<file path="config.mk">
export PLATFORM = sky130hd
export DESIGN_NAME = ram_burst_master
export DESIGN_NICKNAME = d
export VERILOG_FILES = /design/src/rtl/ram_burst_master.sv
export SDC_FILE = /design/constraint.sdc
export NUM_CORES = 1
export LEC_CHECK = 0
export CORE_MARGIN = 1
export CORE_UTILIZATION = 39
export CTS_BUF_LIST = sky130_fd_sc_hd__clkbuf_4
export DETAILED_ROUTE_END_ITERATION = 10
export PLACE_DENSITY = 0.86
export SYNTH_ARGS = -nofsm -noshare
export SYNTH_HDL_FRONTEND = slang
export SYNTH_SLANG_ARGS = --single-unit
</file>
<file path="constraint.sdc">
create_clock -name clk -period 3.2 [get_ports clk]
set_input_delay 0.64 -clock clk [delete_from_list [all_inputs] [get_ports clk]]
set_output_delay 0.64 -clock clk [all_outputs]
set_load 0.1 [all_outputs]
</file>
<file path="src/rtl/ram_burst_master.sv">
// ============================================================================
//  Module      : ram_burst_master
//  Description : Burst master that streams write beats into, and read beats
//                out of, a single-port RAM with valid/ready handshakes.
//  Revision    : 1.0 - initial release
// ============================================================================
`default_nettype none

module ram_burst_master #(
    parameter int ADDR_W = 5,
    parameter int DATA_W = 32
) (
    input  logic              clk,
    input  logic              rst,
    input  logic              req_valid,
    output logic              req_ready,
    input  logic              req_write,
    input  logic [ADDR_W-1:0] req_addr,
    input  logic [ADDR_W-1:0] req_len,
    input  logic [DATA_W-1:0] wdata,
    input  logic              wdata_valid,
    output logic              wdata_ready,
    output logic [DATA_W-1:0] rdata,
    output logic              rdata_valid,
    input  logic              rdata_ready,
    output logic              mem_wr,
    output logic              mem_rd,
    output logic [ADDR_W-1:0] mem_addr,
    output logic [DATA_W-1:0] mem_wdata,
    input  logic [DATA_W-1:0] mem_rdata,
    output logic              busy,
    output logic              done
);

    typedef enum logic [2:0] {
        S_IDLE  = 3'd0,
        S_WRITE = 3'd1,
        S_READ  = 3'd2,
        S_DRAIN = 3'd3,
        S_DONE  = 3'd4
    } state_t;

    localparam logic [ADDR_W-1:0] c_addr_one = ADDR_W'(1);

    state_t            r_state_q,  w_state_d;
    logic [ADDR_W-1:0] r_addr_q,   w_addr_d;
    logic [ADDR_W-1:0] r_cnt_q,    w_cnt_d;
    logic [DATA_W-1:0] r_rdata_q,  w_rdata_d;
    logic              r_rvalid_q, w_rvalid_d;

    logic w_wr_beat;
    logic w_rd_issue;

    // Every strobe is gated by rst so nothing reaches the RAM during reset.
    assign w_wr_beat  = rst && (r_state_q == S_WRITE) && wdata_valid;
    assign w_rd_issue = rst && (r_state_q == S_READ) && (!r_rvalid_q || rdata_ready);

    always_comb begin
        w_state_d  = r_state_q;
        w_addr_d   = r_addr_q;
        w_cnt_d    = r_cnt_q;
        w_rdata_d  = r_rdata_q;
        w_rvalid_d = r_rvalid_q;

        if (r_rvalid_q && rdata_ready) begin
            w_rvalid_d = 1'b0;
        end

        case (r_state_q)
            S_IDLE: begin
                if (req_valid) begin
                    w_addr_d  = req_addr;
                    w_cnt_d   = req_len;
                    w_state_d = req_write ? S_WRITE : S_READ;
                end
            end
            S_WRITE: begin
                if (w_wr_beat) begin
                    w_addr_d = r_addr_q + c_addr_one;
                    if (r_cnt_q == '0) begin
                        w_state_d = S_DONE;
                    end else begin
                        w_cnt_d = r_cnt_q - c_addr_one;
                    end
                end
            end
            S_READ: begin
                if (w_rd_issue) begin
                    w_rdata_d  = mem_rdata;
                    w_rvalid_d = 1'b1;
                    w_addr_d   = r_addr_q + c_addr_one;
                    if (r_cnt_q == '0) begin
                        w_state_d = S_DRAIN;
                    end else begin
                        w_cnt_d = r_cnt_q - c_addr_one;
                    end
                end
            end
            S_DRAIN: begin
                if (!r_rvalid_q || rdata_ready) begin
                    w_state_d = S_DONE;
                end
            end
            S_DONE: begin
                w_state_d = S_IDLE;
            end
            default: begin
                w_state_d = S_IDLE;
            end
        endcase
    end

    always_ff @(posedge clk) begin
        if (!rst) begin
            r_state_q  <= S_IDLE;
            r_addr_q   <= '0;
            r_cnt_q    <= '0;
            r_rdata_q  <= '0;
            r_rvalid_q <= 1'b0;
        end else begin
            r_state_q  <= w_state_d;
            r_addr_q   <= w_addr_d;
            r_cnt_q    <= w_cnt_d;
            r_rdata_q  <= w_rdata_d;
            r_rvalid_q <= w_rvalid_d;
        end
    end

    assign req_ready   = rst && (r_state_q == S_IDLE);
    assign wdata_ready = rst && (r_state_q == S_WRITE);
    assign mem_wr      = w_wr_beat;
    assign mem_rd      = w_rd_issue;
    assign mem_addr    = ((r_state_q == S_WRITE) || (r_state_q == S_READ)) ? r_addr_q : '0;
    assign mem_wdata   = (r_state_q == S_WRITE) ? wdata : '0;
    assign rdata       = r_rdata_q;
    assign rdata_valid = r_rvalid_q;
    assign busy        = rst && (r_state_q != S_IDLE);
    assign done        = rst && (r_state_q == S_DONE);

endmodule

`default_nettype wire

</file>
==> summary.txt, run 1 <==
Run status
  • Status: complete, no violations

Worst setup path
  • CP required: 2560 ps
  • FF-to-FF Start: r_state_q[0]$_SDFFE_PN0P_
  • Worst Setup Start Kind: flop
  • Worst EP arrival: 2200 ps
  • Setup CP Type: reg2out
  • R2r worst-path depth: 4
  • Worst setup EP type: output port
  • CP Max Fanout: 20
  • Reg2reg setup slack: 1040 ps
  • R2r endpoint: r_cnt_q[4]$_SDFFE_PN0P_

Yosys
  • Synthesized area: 0.00227 mm²
  • Count leader, synth: nand2_1
  • Syn Nets: 380
  • Synth Instances: 298
  • Number of synthesized flops with an enable pin: 0
  • Synth top area share: 40.5%
  • Asr flop ratio synth: 0%
  • Synth top area cells: dfxtp_1 (41%), nand2_1 (12%), and2_1 (9.1%), o21ai_0 (7.3%), clkbuf_1 (2.8%)
  • Synth unique cells: 39
  • Sequential share of the synthesized area: 40.5%
  • Synthesis Warnings: 0
  • Top_reg_cell synth: dfxtp_1
  • Commonest cells in the netlist: nand2_1 (72), dfxtp_1 (46), and2_1 (33), o21ai_0 (33), clkbuf_1 (17)
  • Mean post-synth cell area: 7.63 µm²
  • Area leader, netlist: dfxtp_1
  • #FFs+latches synth: 46

Placed design
  • Number of port buffers: 155
  • Placed cell count: 509
  • GP Congestion: approximately 0.84
  • Dpl hpwl: 6.31 mm
  • Dpl cell area: about 0.0042 mm²

Cells and area
  • Register Area: 921 µm²
  • Nets: 526
  • Area growth from synthesis to layout: 85.6%
  • Area occupied by multi-input gates: 0.00126 mm²
  • Final std cell area, no fill: 0.00422 mm²
  • Antenna diode count: 0
  • Layout cells sized above 1: 21.6%
  • Filler cells: around 400
  • Final std cells w/o fill: 517

Timing
  • Period utilization: between 80% and 90%
  • Max-slew violation count: 0
  • Final TNS setup: 0 ps
  • Worst-Margin Slew: 840 ps
  • Headroom to the max-slew limit: between 40% and 50%
  • Fin Hold WS: 467 ps
  • RSZ-0062 raised after global routing: no
  • Setup violators final: 0
  • Fmax: 0.352 GHz
  • Fin crit period: approximately 2800 ps
  • Setup Skew: 5.37 ps
  • Hold Violations, Final: 0

Clock network
  • Cts bufs inserted: 5
  • Cts repair resizes: 0
  • Clock latency at the later pin of the worst-skew pair: roughly 360 ps
  • CTS H-tree lvls: 2
  • CTS tree: built
  • Post-CTS setup buffers: 0
  • Hold_buf cts: 0
  • Root Buffer: clkbuf_4
  • Num Clock Sinks: 46
  • Clk slew on worst S/H paths: 130 ps
  • CTS max path bufs: 2

Hold path
  • Hold Crit Start: rdata[13]$_SDFFE_PN0P_
  • Hold Crit Class: reg2reg
  • Hold path depth: 2
  • Hold Path Sink: rdata[13]$_SDFFE_PN0P_

Detailed routing
  • Vias per cell: 5.19
  • DRT Pass-1 Iters: 4
  • Total number of vias: 2682
  • WL per Instance: ~16 µm
  • Iter 0 DRT Violations: 146
  • Drt drc: 0
  • Number of nets with antenna violations after routing: 0
  • Detailed Route WL: 8.13 mm

Global route
  • Largest net degree at the start of global routing: 65
  • Global-route usage over all layers: 27.0%
  • Overflow after GRT: 0
  • Vias in the first global route: 2643
  • First-pass GRT wire length: 13.0 mm
  • Initial antenna violation count: 0

Floorplanning
  • Core Area: 0.00557 mm²
  • Std-Cell Rows: 27
  • Initial Util: between 40% and 50%
  • Chip Height: 78.4 µm
  • Die width: 78.4 µm
  • Die Area: 0.00614 mm²
  • I/O pin total: 156

Pwr
  • PwrDens: 494 mW/mm²
  • Max VDD drop: 0.364 mV
  • Leak Pwr: about 1.7 nW
  • Pwr Total: 2.09 mW

Run
  • Max_cap viols: 0
[worst max path at each step]
stage / from / to / slack [ps] / cells after the start
finish: r_state_q[0]$_SDFFE_PN0P_ / mem_wdata[17] / 360 / 4
global route: r_state_q[0]$_SDFFE_PN0P_ / mem_wdata[17] / 170 / 4
CTS: r_state_q[0]$_SDFFE_PN0P_ / mem_wdata[17] / 350 / 4
detailed placement: rdata_ready / r_cnt_q[1]$_SDFFE_PN0P_ / 740 / 5
global placement: rdata_ready / r_cnt_q[2]$_SDFFE_PN0P_ / 810 / 5
floorplan: rst / done / 30 / 3
[power by group]
part / switching (mW) / total (mW) / internal (mW)
registers: 0.0489 / 0.678 / 0.629
logic: 0.759 / 1.14 / 0.379
clock network: 0.187 / 0.270 / 0.0825
total: 0.995 / 2.09 / 1.09
[placed cells by master, fill, tap and decap left out, drive strengths merged, types with 3 or more instances in the layout]
master,Yosys,layout
buf,4,82
clkdlybuf4s50,0,78
nand2,72,72
dfxtp,46,46
and2,33,33
o21ai,33,33
nor2,8,8
a211oi,8,8
nor3,8,8
inv,7,7
and3,7,7
a21oi,6,6
o32ai,6,6
clkbuf,17,5
nand2b,4,4
nor4,4,4
nand3,3,3
nor4b,3,3
a21o,3,3
a221oi,3,3
clkinv,0,3
[state kept, by name, indices dropped and copies added, names as in the netlist]
signal,cells
r_cnt_q,5
rdata_valid,1
r_addr_q,5
rdata,32
r_state_q,3
[cell type report]
| class | count | share of cell area, % |
|---|---|---|
| clock buffers | 5 | 0.890 |
| clock inverters | 3 | 0.386 |
| inverters | 7 | 0.623 |
| multi-input cells | 224 | 29.8 |
| flip-flops and latches | 46 | 21.8 |
| well taps | 72 | 2.14 |
| repair buffers | 160 | 44.3 |
[logic make-up after synthesis]
| family | count (synthesis) | share of synthesized area, % |
|---|---|---|
| AOI/OAI and AO/OA | 70 | 19.7 |
| xor gates and xnor gates | 2 | 1.10 |
| adders and majority gates | 2 | 1.10 |
| buffers and inverters | 28 | 4.84 |
| DFF | 46 | 40.5 |
| and+or+nand+nor | 150 | 32.7 |
[routing by layer]
layer	vias to the layer above	track usage, %	wire length, µm
met4	0	8.52	136
li1	1324	-	-
met3	23	7.67	567
met1	1214	31.2	3200
met5	-	0	0
met2	121	47.9	4220
[worst max-delay path, cell delays in order (launching register included)]
cell,delay [ps]
dfxtp_1,650
and3_1,500
buf_4,270
and2_1,210
buf_12,190
[per-stage QoR]
step / utilization [%] / setup slack [ps]
3_3_place_gp: 74.7 / 809
3_5_place_dp: 74.7 / 738
6_report: 75.7 / 357
2_1_floorplan: - / 30.5
5_1_grt: 75.7 / 173
4_1_cts: 75.7 / 347
Power figures use the tool's default switching activity.
==> run 2, diff against run 1 <==
--- a/config.mk
+++ b/config.mk
@@ -9,6 +9,7 @@
 export CORE_UTILIZATION = 39
 export CTS_BUF_LIST = sky130_fd_sc_hd__clkbuf_4
 export DETAILED_ROUTE_END_ITERATION = 10
+export MAX_ROUTING_LAYER = met4
 export PLACE_DENSITY = 0.86
 export SYNTH_ARGS = -nofsm -noshare
 export SYNTH_HDL_FRONTEND = slang
==> run 2 against run 1 <==
Routed wire length shrank 3.4%. Via count shrank 0.86%. Global-route usage shrank 0.80 points. Power grew 4.4%. Clock skew grew 0.55 ps. Cell area grew 0.68%. Utilization grew 0.52 points. Sequential power is essentially flat. Highest routed layer unchanged. Setup slack gained 76 ps. Critical path depth is the same. Count of clock-buffer cells in the layout grew 2.
==> summary.txt, run 2 (synthesized netlist as in run 1, its figures left out) <==
Timing
  • Fin crit period: 2770 ps (was 2840 ps)
  • Period utilization: 86.5% (was 88.8%)
  • Final WS setup: 433 ps (was 357 ps)
  • Worst-Margin Slew: 848 ps (was 840 ps)
  • Hold Violations, Final: 0 (unchanged)
  • Fin Hold WS: 468 ps (was 467 ps)
  • Final TNS setup: 0 ps (unchanged)
  • Fmax: 0.361 GHz (was 0.352 GHz)
  • RSZ-0062 raised after global routing: no (unchanged)
  • Max-slew violation count: 0 (unchanged)
  • Setup Skew: 5.92 ps (was 5.37 ps)
  • Setup violators final: 0 (unchanged)
  • Headroom to the max-slew limit: 43.1% (was 43.6%)

Placed design
  • Number of port buffers: 155 (unchanged)
  • Placement Setup Slack: 682 ps (was 738 ps)
  • Dpl hpwl: 6.11 mm (was 6.31 mm)
  • GP Congestion: 0.920 (was 0.845)

Pwr
  • Net Sw Frac: 45.3% (was 47.7%)
  • Clock share of power: 16.6% (was 12.9%)
  • P_int: 1.19 mW (was 1.09 mW)
  • Max VDD drop: 0.368 mV (was 0.364 mV)
  • Combinational share of power: 52.2% (was 54.6%)
  • Flop pwr share: 31.2% (was 32.5%)
  • Pwr Total: 2.18 mW (was 2.09 mW)
  • PwrDens: 513 mW/mm² (was 494 mW/mm²)
  • P_sw: 0.986 mW (was 0.995 mW)
  • Leak Pwr: 1.70 nW (was 1.68 nW)

Clock network
  • CTS H-tree lvls: 2 (unchanged)
  • Root Buffer: clkbuf_4 (unchanged)
  • CTS max path bufs: 2 (unchanged)
  • Hold_buf cts: 0 (unchanged)
  • Cts bufs inserted: 5 (unchanged)
  • Clock latency at the later pin of the worst-skew pair: 350 ps (was 360 ps)
  • Num Clock Sinks: 46 (unchanged)
  • CTS tree: built (unchanged)
  • Post-CTS setup buffers: 0 (unchanged)
  • Clk slew on worst S/H paths: 120 ps (was 130 ps)
  • Cts repair resizes: 0 (unchanged)

Global route
  • Initial antenna violation count: 0 (unchanged)
  • Overflow after GRT: 0 (unchanged)
  • Vias in the first global route: 2532 (was 2643)
  • First-pass GRT wire length: 12.4 mm (was 13.0 mm)
  • Global-route usage over all layers: 26.2% (was 27.0%)
  • Largest net degree at the start of global routing: 65 (unchanged)

Floorplanning
  • Die Area: 0.00614 mm² (unchanged)
  • Core Area: 0.00557 mm² (unchanged)
  • Chip Height: 78.4 µm (unchanged)
  • Initial Util: 40.8% (unchanged)
  • Die width: 78.4 µm (unchanged)
  • I/O pin total: 156 (unchanged)
  • Std-Cell Rows: 27 (unchanged)

Worst setup path
  • Worst setup EP type: output port (unchanged)
  • Critical Path Start: r_state_q[0]$_SDFFE_PN0P_ (unchanged)
  • Worst setup path end: mem_addr[1] (was mem_wdata[17])
  • CP required: 2560 ps (about the same)
  • Worst Setup Start Kind: flop (unchanged)
  • R2r endpoint: r_cnt_q[1]$_SDFFE_PN0P_ (was r_cnt_q[4]$_SDFFE_PN0P_)
  • Reg2reg setup slack: 1010 ps (was 1040 ps)
  • Worst EP arrival: 2130 ps (was 2200 ps)
  • CP Max Fanout: 14 (was 20)
  • Setup CP Type: reg2out (unchanged)
  • FF-to-FF Start: r_state_q[1]$_SDFFE_PN0P_ (was r_state_q[0]$_SDFFE_PN0P_)
  • R2r worst-path depth: 4 (unchanged)

Cells and area
  • Layout cells sized above 1: 22.0% (was 21.6%)
  • Commonest non-fill, non-tap cell in the layout: clkdlybuf4s50_1 (unchanged)
  • Antenna diode count: 0 (unchanged)
  • Layout Utilization: 76.2% (was 75.7%)
  • Filler cells: 412 (was 397)
  • Max reg flops: 32 (unchanged)
  • Most frequent cells in the layout: clkdlybuf4s50_1 (78), nand2_1 (72), dfxtp_1 (46) (unchanged)
  • Area growth from synthesis to layout: 86.8% (was 85.6%)
  • Nets: 526 (unchanged)

Run status
  • Status: complete, no violations (unchanged)

Detailed routing
  • Total number of vias: 2659 (was 2682)
  • Vias per cell: 5.14 (was 5.19)
  • Detailed Route WL: 7.85 mm (was 8.13 mm)
  • WL per Instance: 15.2 µm (was 15.7 µm)
  • Iter 0 DRT Violations: 192 (was 146)
  • Number of nets with antenna violations after routing: 0 (unchanged)
  • Drt drc: 0 (unchanged)
  • DRT Pass-1 Iters: 4 (unchanged)

Hold path
  • Hold Crit Class: reg2reg (unchanged)
  • Hold Crit Start: rdata[0]$_SDFFE_PN0P_ (was rdata[13]$_SDFFE_PN0P_)

Run
  • Max_cap viols: 0 (unchanged)
-- run 2: worst min-delay path by stage --
stage | to | slack, ps | cells after the start
after detailed placement | rdata[0]$_SDFFE_PN0P_ | 450 | 2
after global routing | rdata[9]$_SDFFE_PN0P_ | 490 | 2
after global placement | rdata[16]$_SDFFE_PN0P_ | 440 | 2
after CTS | rdata[0]$_SDFFE_PN0P_ | 470 | 2
after floorplan | r_cnt_q[4]$_SDFFE_PN0P_ | 450 | 2
final | rdata[0]$_SDFFE_PN0P_ | 470 | 2
-- run 2: final cells by class --
cell class | instances | area [µm²] | area share, %
well taps | 72 | 90.1 | 2.12
inverters | 7 | 26.3 | 0.619
clock inverters | 1 | 30.0 | 0.707
repair buffers | 160 | 1870 | 44.0
multi-input cells | 224 | 1260 | 29.6
clock buffers | 7 | 52.6 | 1.24
flip-flops and latches | 46 | 921 | 21.7
-- run 2: through the flow --
stage	instance area, µm²	std cells
CTS	4250	517
finish	4250	517
global route	4250	517
detailed placement	4170	509
global placement	4170	509
floorplan	2280	298
-- run 2: power by group through the flow --
stage               clock network (mW)  registers, mW  logic (mW)
floorplan                            0          0.880       0.557
global placement                     0          0.688        1.12
detailed placement                   0          0.691        1.13
CTS                              0.369          0.679        1.13
global route                     0.398          0.689        1.18
finish                           0.361          0.680        1.14
-- run 2: layer usage --
layer | vias up | track usage (%) | wire [µm]
li1 | 1315 | - | -
met1 | 1215 | 33.0 | 3260
met2 | 116 | 43.2 | 3990
met3 | 13 | 4.65 | 498
met4 | 0 | 7.22 | 98
met5 | - | - | 0
-- run 2: critical path, cell delays in order, from the launching register on --
cell and delay, ps:
dfxtp_1 670, xor2_2 320, nand2_1 290, nor2_1 190
buf_4 310
